==> src/rtl/pool_stream_pkg.sv <==
// Shared types and default geometry for the streaming pooling block.
package pool_stream_pkg;

  typedef enum logic {
    POOL_MAX = 1'b0,
    POOL_AVG = 1'b1
  } pool_mode_t;

  typedef enum logic [1:0] {
    IDLE  = 2'd0,
    RUN   = 2'd1,
    DRAIN = 2'd2
  } pool_stream_state_t;

  localparam int DEF_DATA_WIDTH = 16;
  localparam int DEF_IMG_W      = 28;
  localparam int DEF_IMG_H      = 28;
  localparam int DEF_POOL_K     = 2;

  // Bits gained by summing a K x K window; also the average divide shift.
  function automatic int pool_shift(input int k);
    return 2 * $clog2(k);
  endfunction

endpackage

==> src/rtl/pool_combine.sv <==
// Combines one sign-extended pixel into a window accumulator entry.
module pool_combine
  import pool_stream_pkg::*;
#(
  parameter int DATA_WIDTH = DEF_DATA_WIDTH,
  parameter int ACC_WIDTH  = DEF_DATA_WIDTH + 2
) (
  input  logic                  init,
  input  pool_mode_t            mode,
  input  logic [ACC_WIDTH-1:0]  acc,
  input  logic [DATA_WIDTH-1:0] pixel,
  output logic [ACC_WIDTH-1:0]  result
);

  logic [ACC_WIDTH-1:0] px_ext;

  assign px_ext = {{(ACC_WIDTH-DATA_WIDTH){pixel[DATA_WIDTH-1]}}, pixel};

  always_comb begin
    result = px_ext;
    if (!init) begin
      if (mode == POOL_AVG) begin
        result = acc + px_ext;
      end else if ($signed(px_ext) > $signed(acc)) begin
        result = px_ext;
      end else begin
        result = acc;
      end
    end
  end

endmodule

==> src/rtl/pool_stream.sv <==
// Streaming K x K non-overlapping max/average pooling over a raster-order frame.
//
// state | meaning
// IDLE  | waiting for start; input and output idle
// RUN   | accepting pixels of the current frame
// DRAIN | last pixel taken; waiting for last result to be accepted
module pool_stream
  import pool_stream_pkg::*;
#(
  parameter int DATA_WIDTH = DEF_DATA_WIDTH,
  parameter int IMG_W      = DEF_IMG_W,
  parameter int IMG_H      = DEF_IMG_H,
  parameter int POOL_K     = DEF_POOL_K
) (
  input  logic                  clk,
  input  logic                  reset,
  input  logic                  start,
  input  logic                  mode,
  input  logic                  in_valid,
  output logic                  in_ready,
  input  logic [DATA_WIDTH-1:0] in_data,
  output logic                  out_valid,
  input  logic                  out_ready,
  output logic [DATA_WIDTH-1:0] out_data,
  output logic                  busy,
  output logic                  frame_done
);

  localparam int LOG2K     = $clog2(POOL_K);
  localparam int SHIFT     = pool_shift(POOL_K);
  localparam int ACC_WIDTH = DATA_WIDTH + SHIFT;
  localparam int NCOL      = IMG_W / POOL_K;
  localparam int CW        = (IMG_W > 1) ? $clog2(IMG_W) : 1;
  localparam int RW        = (IMG_H > 1) ? $clog2(IMG_H) : 1;
  localparam int IW        = (NCOL > 1) ? $clog2(NCOL) : 1;

  if ((POOL_K != 2 && POOL_K != 4) || (IMG_W % POOL_K) != 0 || (IMG_H % POOL_K) != 0) begin : g_bad_cfg
    $fatal(1, "pool_stream: POOL_K must be 2 or 4 and divide IMG_W and IMG_H");
  end

  pool_stream_state_t    state_q, state_d;
  pool_mode_t            mode_q;
  logic [CW-1:0]         col_q;
  logic [RW-1:0]         row_q;
  logic                  out_valid_q;
  logic [DATA_WIDTH-1:0] out_data_q;
  logic                  frame_done_q;
  logic [ACC_WIDTH-1:0]  acc_buf [NCOL];

  logic                  px_fire, out_fire;
  logic                  win_first, win_last, last_px;
  logic [IW-1:0]         buf_idx;
  logic [ACC_WIDTH-1:0]  acc_next;
  logic [DATA_WIDTH-1:0] pooled;

  assign in_ready   = (state_q == RUN) && (!out_valid_q || out_ready);
  assign px_fire    = in_valid && in_ready;
  assign out_fire   = out_valid_q && out_ready;
  assign out_valid  = out_valid_q;
  assign out_data   = out_data_q;
  assign busy       = (state_q != IDLE);
  assign frame_done = frame_done_q;

  assign win_first = (row_q[LOG2K-1:0] == '0) && (col_q[LOG2K-1:0] == '0);
  assign win_last  = (&row_q[LOG2K-1:0]) && (&col_q[LOG2K-1:0]);
  assign last_px   = (row_q == RW'(IMG_H-1)) && (col_q == CW'(IMG_W-1));
  assign buf_idx   = IW'(col_q >> LOG2K);

  pool_combine #(
    .DATA_WIDTH (DATA_WIDTH),
    .ACC_WIDTH  (ACC_WIDTH)
  ) u_combine (
    .init   (win_first),
    .mode   (mode_q),
    .acc    (acc_buf[buf_idx]),
    .pixel  (in_data),
    .result (acc_next)
  );

  // Arithmetic shift floors toward negative infinity, matching the average rounding.
  assign pooled = (mode_q == POOL_AVG) ? DATA_WIDTH'($signed(acc_next) >>> SHIFT)
                                       : DATA_WIDTH'(acc_next);

  always_comb begin
    state_d = state_q;
    unique case (state_q)
      IDLE:    if (start) state_d = RUN;
      RUN:     if (px_fire && last_px) state_d = DRAIN;
      DRAIN:   if (out_fire) state_d = IDLE;
      default: state_d = IDLE;
    endcase
  end

  always_ff @(posedge clk) begin
    if (reset) begin
      state_q      <= IDLE;
      mode_q       <= POOL_MAX;
      frame_done_q <= 1'b0;
    end else begin
      state_q      <= state_d;
      frame_done_q <= (state_q == DRAIN) && out_fire;
      if (state_q == IDLE && start) mode_q <= pool_mode_t'(mode);
    end
  end

  always_ff @(posedge clk) begin
    if (reset) begin
      row_q <= '0;
      col_q <= '0;
    end else if (state_q == IDLE && start) begin
      row_q <= '0;
      col_q <= '0;
    end else if (px_fire) begin
      if (col_q == CW'(IMG_W-1)) begin
        col_q <= '0;
        row_q <= (row_q == RW'(IMG_H-1)) ? '0 : row_q + RW'(1);
      end else begin
        col_q <= col_q + CW'(1);
      end
    end
  end

  // Entries are rebuilt on each window's first pixel, so no reset is needed.
  always_ff @(posedge clk) begin
    if (px_fire) acc_buf[buf_idx] <= acc_next;
  end

  always_ff @(posedge clk) begin
    if (reset) begin
      out_valid_q <= 1'b0;
      out_data_q  <= '0;
    end else if (px_fire && win_last) begin
      out_valid_q <= 1'b1;
      out_data_q  <= pooled;
    end else if (out_fire) begin
      out_valid_q <= 1'b0;
    end
  end

endmodule

==> config.mk <==
export PLATFORM = sky130hd
export DESIGN_NAME = pool_stream
export DESIGN_NICKNAME = d
export VERILOG_FILES = /design/src/rtl/pool_stream_pkg.sv /design/src/rtl/pool_combine.sv /design/src/rtl/pool_stream.sv
export SDC_FILE = /design/constraint.sdc
export NUM_CORES = 1
export LEC_CHECK = 0
export CORE_AREA = 2 2 173 175
export DETAILED_ROUTE_END_ITERATION = 10
export DIE_AREA = 0 0 175 177
export SYNTH_ARGS = -nofsm -noshare
export SYNTH_HDL_FRONTEND = slang
export SYNTH_SLANG_ARGS = --single-unit
==> constraint.sdc <==
create_clock -name clk -period 7 [get_ports clk]
set_clock_uncertainty 0.15 [all_clocks]
set_input_delay 1.4 -clock clk [delete_from_list [all_inputs] [get_ports clk]]
set_output_delay 1.4 -clock clk [all_outputs]
set_load 0.02 [all_outputs]
==> results of run 1 <==
routing by layer:
metal,share of wire,up-vias
li1,-,3515
met1,0.46,3891
met2,0.45,252
met3,0.061,46
met4,0.022,0
met5,0,-
worst paths after layout:
check	from	endpoint	slack (ps)	cells after the start
max	flop	acc_buf[6][6]$_DFFE_PP_	1270	13
min	out_data[2]$_SDFFE_PP0P_	out_data[2]$_SDFFE_PP0P_	320	2
max reg2reg	flop	acc_buf[6][6]$_DFFE_PP_	1270	13
min reg2reg	out_data[2]$_SDFFE_PP0P_	out_data[2]$_SDFFE_PP0P_	320	2
cells in the mapped netlist (6+ instances only):
master / instances
a21oi_1: 58
a22oi_1: 20
and2_1: 6
buf_2: 7
clkbuf_1: 26
dfxtp_1: 35
edfxtp_1: 252
ha_1: 37
inv_1: 37
mux2_2: 15
mux2i_1: 28
mux4_2: 54
nand2_1: 62
nand2b_1: 10
nand3_1: 6
nand3b_1: 9
nor2_1: 46
nor3_1: 13
o21ai_0: 24
o31ai_1: 7
or3_1: 6
xnor2_1: 10
xor2_1: 6
critical path, stage by stage (launching register included):
cell	delay, ps
dfxtp_2	750
buf_12	260
mux4_2	200
mux2i_1	70
a22oi_1	460
inv_1	90
ha_1	410
and4_1	250
nor4b_4	210
or4b_4	520
o211ai_4	270
and2_1	720
a22oi_1	190
o21ai_1	790
layout make-up:
type,count,area (sq um)
clock inverters,13,116
clock buffers,38,802
fillers,2435,14300
multi-input cells,507,4470
inverters,38,143
repair buffers,66,636
flip-flops and latches,287,8270
well taps,390,488
power by group:
| group | switching [mW] | total [mW] | internal [mW] |
|---|---|---|---|
| clock | 0.622 | 1.50 | 0.875 |
| combinational | 0.168 | 0.259 | 0.0914 |
| sequential | 0.00285 | 1.90 | 1.90 |
| total | 0.793 | 3.65 | 2.86 |
cell families after synthesis:
logic type                 Yosys count
DFF                                287
and+or+nand+nor                    185
AOI/OAI and AO/OA                  171
muxes                               97
buffers and inverters               81
adders and majority gates           38
xor gates and xnor gates            16
through the flow:
stage | hold WS [ps] | util
2_1_floorplan | 290 | -
3_3_place_gp | 292 | 0.479
3_5_place_dp | 309 | 0.479
4_1_cts | 323 | 0.511
5_1_grt | 334 | 0.511
6_report | 318 | 0.511
registers in the layout, summed over array words and instances (netlist names), named ones only:
register,flops
acc_buf,252
col_q,5
frame_done,1
mode_q,1
out_data,16
out_valid,1
row_q,5
state_q,2
==> results.md, run 1 <==
- Outcome: completed
- Fraction of layout cells with a size suffix above 1: 0.173
- Simple-gate share of the synthesized area: 0.0720
- RSZ-0062 raised after global routing: no
- Post-Synthesis Cells: a little under 900
- Commonest non-fill, non-tap cell in the layout: edfxtp_1
- Max cap viols: 0
- Minimum clock period: between 5000 and 6000 ps
- Async set-reset flop share out of synthesis: 0
- Starting DRT DRC Count: 707
- Antenna violations before repair: 0
- Most area-consuming cells after synthesis: edfxtp_1 (58%), mux4_2 (9.4%), dfxtp_1 (5.4%)
- Num CTS Buffers: 30
- Max-slew headroom: 0.299
- WP data arrival: between 5000 and 6000 ps
- Slew @ Worst Pin: between 1000 and 1500 ps
- Commonest cells after routing, fill and taps aside: edfxtp_1 (252), nand2_1 (62), a21oi_1 (58)
- Post-synth EDFFs: about 250
- Leakage: a little under 5 nW
- F_max: approximately 170 MHz
- Final hold viol count: 0
- GR peak layer: met2
- Core area: approximately 0.029 sq mm
- Clock root cell: clkbuf_16
- Post-Synth Adder-Cell Area: 0.0372
- Dominant cell type by area after synthesis: edfxtp_1
- ANT cells: 0
- CTS tree: done
- Final Max Tran Viols: 0
- DIE HEIGHT: around 180 microns
- Placed instance count: between 1000 and 1500
- Main combinational cell family by area after synthesis: multiplexers
- Crit. End Element: flop
- Netlist cell types: 73
- Global route overflow: 0
- Final Cycle Share: 0.818
- Hold Path Class: flop to flop
- P per Cell Area: between 200 and 250 mW/mm^2
- Synthesized cell area: 0.0130 sq mm
- FF+latch count, synth: around 290
- Critical path type: flop to flop
- Synth warn: 0
- Drt pass-1 iters: 6
- Met1 Use GR: 0.297
- Placed Area: approximately 0.014 sq mm
- Grt met2 use: 0.328
- WP data required: 7060 ps
- Clk sinks: 287
- Maximum root-to-sink buffer count: 3
- Fin worst setup slack: ~1300 ps
- First-pass GRT wire length: approximately 47 mm
- NumNets Final: slightly below 1000
- Die X: ~180 microns
- Pre-CTS setup slack: 1060 ps
- Remaining antenna violation count: 0
- Final setup violation count: 0
- IO Pins: 42
- Design Area, Final: between 0.01 and 0.015 sq mm
- Top-area cell type share of the netlist area: 0.582
- Synth Flop Type: edfxtp_1
- Starting Density: 0.444
- All-Layer GR Usage: 0.206
- Pin count of the biggest net entering global routing: between 40 and 50
- Synth Area in XOR/XNOR: 0.0108
- # resized after CTS: 0
- Compound-Gate Fraction of Synth Area: 0.0888
- Crit path launch type: flop
- Vias post-DR: ~7700
- Drt wl/cell: ~23 microns
- Post-Synthesis Net Count: a little over 900
- Worst-path maximum fanout: 18
- Seq/Total Area, Yosys: 0.636
- Fin cells: approximately 1300
- Clock-pin slew on the worst setup and hold paths: roughly 60 ps
- Postcts setup bufs: 0
- Area of the die: 0.0310 sq mm
- Vias per cell: 5.75
- Area delta synth->final: 14.9%
- Final setup TNS: 0 ps
- Clk Latency, worst-skew pair: around 550 ps
- Grt met3 use: 0.0346
- Drc violations: 0
- PnR Total Power: 3.65 mW
- Hold_buf cts: 0
- Number of port buffers: 41
- H-tree lvl count: 1
- Worst VDD drop: ~0.00017 V
- Rows: 63
- Mux cell area share after synthesis: 0.128
- Vias in the first global route: approximately 7600
- Hpwl dp: between 15 and 20 mm
- Final WL: ~31 mm
- Avg Synthesized Cell Area: between 10 and 15 sq um
- Routability cong.: roughly 0.9
(Power assumes the default switching activity.)
==> run 2: changes to the inputs <==
==> constraint.sdc (replaced) <==
create_clock -name clk -period 5.2 [get_ports clk]
set_clock_uncertainty 0.15 [all_clocks]
set_input_delay 1.04 -clock clk [delete_from_list [all_inputs] [get_ports clk]]
set_output_delay 1.04 -clock clk [all_outputs]
set_load 0.02 [all_outputs]
==> run 2 against run 1 <==
Compared with the run above:
- highest routed layer unchanged
- die area unchanged
- hold slack worse by 18 ps
- clock power is 25% higher
- worst setup slack lost 1000 ps
- critical path type unchanged
- sequential power is 34% higher
- cell count is 4.6% higher
- sequential share of layout area is 1.5 points lower
- first-iteration DRC count grew 1.8%
- non-clock buffer count rose by 63
==> results.md, run 2 (synthesized netlist as in run 1, its figures left out) <==
- Outcome: completed
- CP max stage delay: roughly 520 ps
- Drt wl/cell: 21.9 microns
- Maximum root-to-sink buffer count: 3
- Drc violations: 0
- Core area: 0.0292 sq mm
- First-pass GRT wire length: between 40 and 50 mm
- IO Pins: 42
- Area delta synth->final: 18.0%
- Antenna violations before repair: 0
- Commonest cells after routing, fill and taps aside: edfxtp_1 (252), buf_4 (81), nand2_1 (62)
- Final Max Tran Viols: 0
- Crit path launch type: flop
- Final setup violation count: 0
- Clock root cell: clkbuf_16
- Area of the die: ~0.031 sq mm
- Final hold viol count: 0
- Rows: between 60 and 70
- Crit. End Element: flop
- Final Cycle Share: 0.948
- DIE HEIGHT: roughly 180 microns
- Final WL: about 30 mm
- WP data arrival: between 5000 and 6000 ps
- RSZ-0062 raised after global routing: no
- Critical path type: flop to flop
- Leakage: 5.23 nW
- P per Cell Area: around 310 mW/mm^2
- Vias per cell: roughly 5.6
- Register area: 0.00827 sq mm
- Hpwl dp: around 20 mm
- Starting Density: 0.444
- Fraction of layout cells with a size suffix above 1: 0.230
- Remaining antenna violation count: 0
- CP max stage cell: or4b_4
- Hold Path Class: flop to flop
- Final setup TNS: 0 ps
- Vias in the first global route: 7931
- Max cap viols: 0
- Fillers: ~2400
- Number of port buffers: 41
- Minimum clock period: between 4000 and 5000 ps
- Drt pass-1 iters: 5
- Vias post-DR: slightly below 8000
- Crit path max-delay family: compound AO/OA/AOI/OAI gates
- Most frequent CP cell: buf_4
- Global route overflow: 0
- WP data required: roughly 5400 ps
- CTS tree: done
- Starting DRT DRC Count: 720
- Pin count of the biggest net entering global routing: between 40 and 50
- Commonest non-fill, non-tap cell in the layout: edfxtp_1
- Largest reg by FF count: acc_buf
- Largest register FFs: between 200 and 300
- NumNets Final: around 1100
- Cell Chain, Critical Path: buf_12 -> buf_4 -> mux4_2 -> mux2i_1 -> a22oi_1 -> inv_1 -> ha_1 -> and4_1 -> nor4b_4 -> or4b_4 -> o211ai_4 -> and2_1 -> buf_6 -> a21oi_1 -> o21ai_0 -> buf_4
- Routability cong.: 0.902
- Worst-path maximum fanout: 27
- Die X: 175 microns
- Num CTS Buffers: 28
- Max-slew headroom: 0.435
- Hold_buf cts: 0
- Clk sinks: 287
- All-Layer GR Usage: 0.203
- Slew @ Worst Pin: ~840 ps
- Clock-pin slew on the worst setup and hold paths: 60 ps
- F_max: a little over 200 MHz
- H-tree lvl count: 1
- # resized after CTS: 0
- Worst VDD drop: around 0.00025 V
- Multi-input logic area: 0.00445 sq mm
- Clk Latency, worst-skew pair: about 550 ps
- ANT cells: 0
- CP bufs+invs: 5
- Final Core Density: 0.524
- Postcts setup bufs: 0
-- run 2: per-stage QoR --
step | cells | hold WS (ps) | instance area, sq um | power, mW | setup slack (ps)
floorplan | 875 | 290 | 13000 | 2.83 | 278
global placement | 1351 | 289 | 14500 | 2.99 | 138
detailed placement | 1351 | 291 | 14500 | 2.99 | 60.1
CTS | 1401 | 305 | 15300 | 4.87 | 20.4
global route | 1401 | 348 | 15300 | 5.00 | 16.0
finish | 1401 | 300 | 15300 | 4.82 | 269
-- run 2: worst min-delay path, cell delays in order (launching register included) --
cell and delay, ps:
dfxtp_1 320, nand2_1 50, o21ai_0 50
-- run 2: final timing paths --
check                                 from                  endpoint  slack (ps)  depth (start not counted)
setup / recovery                      flop   acc_buf[0][5]$_DFFE_PP_         270                         16
hold / removal    out_data[2]$_SDFFE_PP0P_  out_data[2]$_SDFFE_PP0P_         300                          2
setup reg to reg                      flop   acc_buf[0][5]$_DFFE_PP_         270                         16
hold reg to reg   out_data[2]$_SDFFE_PP0P_  out_data[2]$_SDFFE_PP0P_         300                          2
-- run 2: power breakdown --
part / total (mW) / switching [mW] / internal, mW
Clock: 1.88 / 0.821 / 1.06
Combinational: 0.394 / 0.233 / 0.161
Sequential: 2.55 / 0.00375 / 2.55
-- run 2: metal layers --
metal  wire [microns]  vias up  share of wire  GRT usage
li1                 -     3639              -          -
met1            14000     3959           0.45      0.293
met2            14300      218           0.47      0.327
met3             1880       41          0.061     0.0324
met4              598        0          0.019     0.0458
met5                0        -              0          0
-- run 2: layout make-up --
| class | count | share of cell area |
|---|---|---|
| clock inverter | 17 | 0.00669 |
| inverter | 38 | 0.00930 |
| multi-input combinational | 507 | 0.290 |
| sequential | 287 | 0.540 |
| timing repair buffer | 129 | 0.0744 |
| tap | 390 | 0.0318 |
| clock buffer | 33 | 0.0483 |
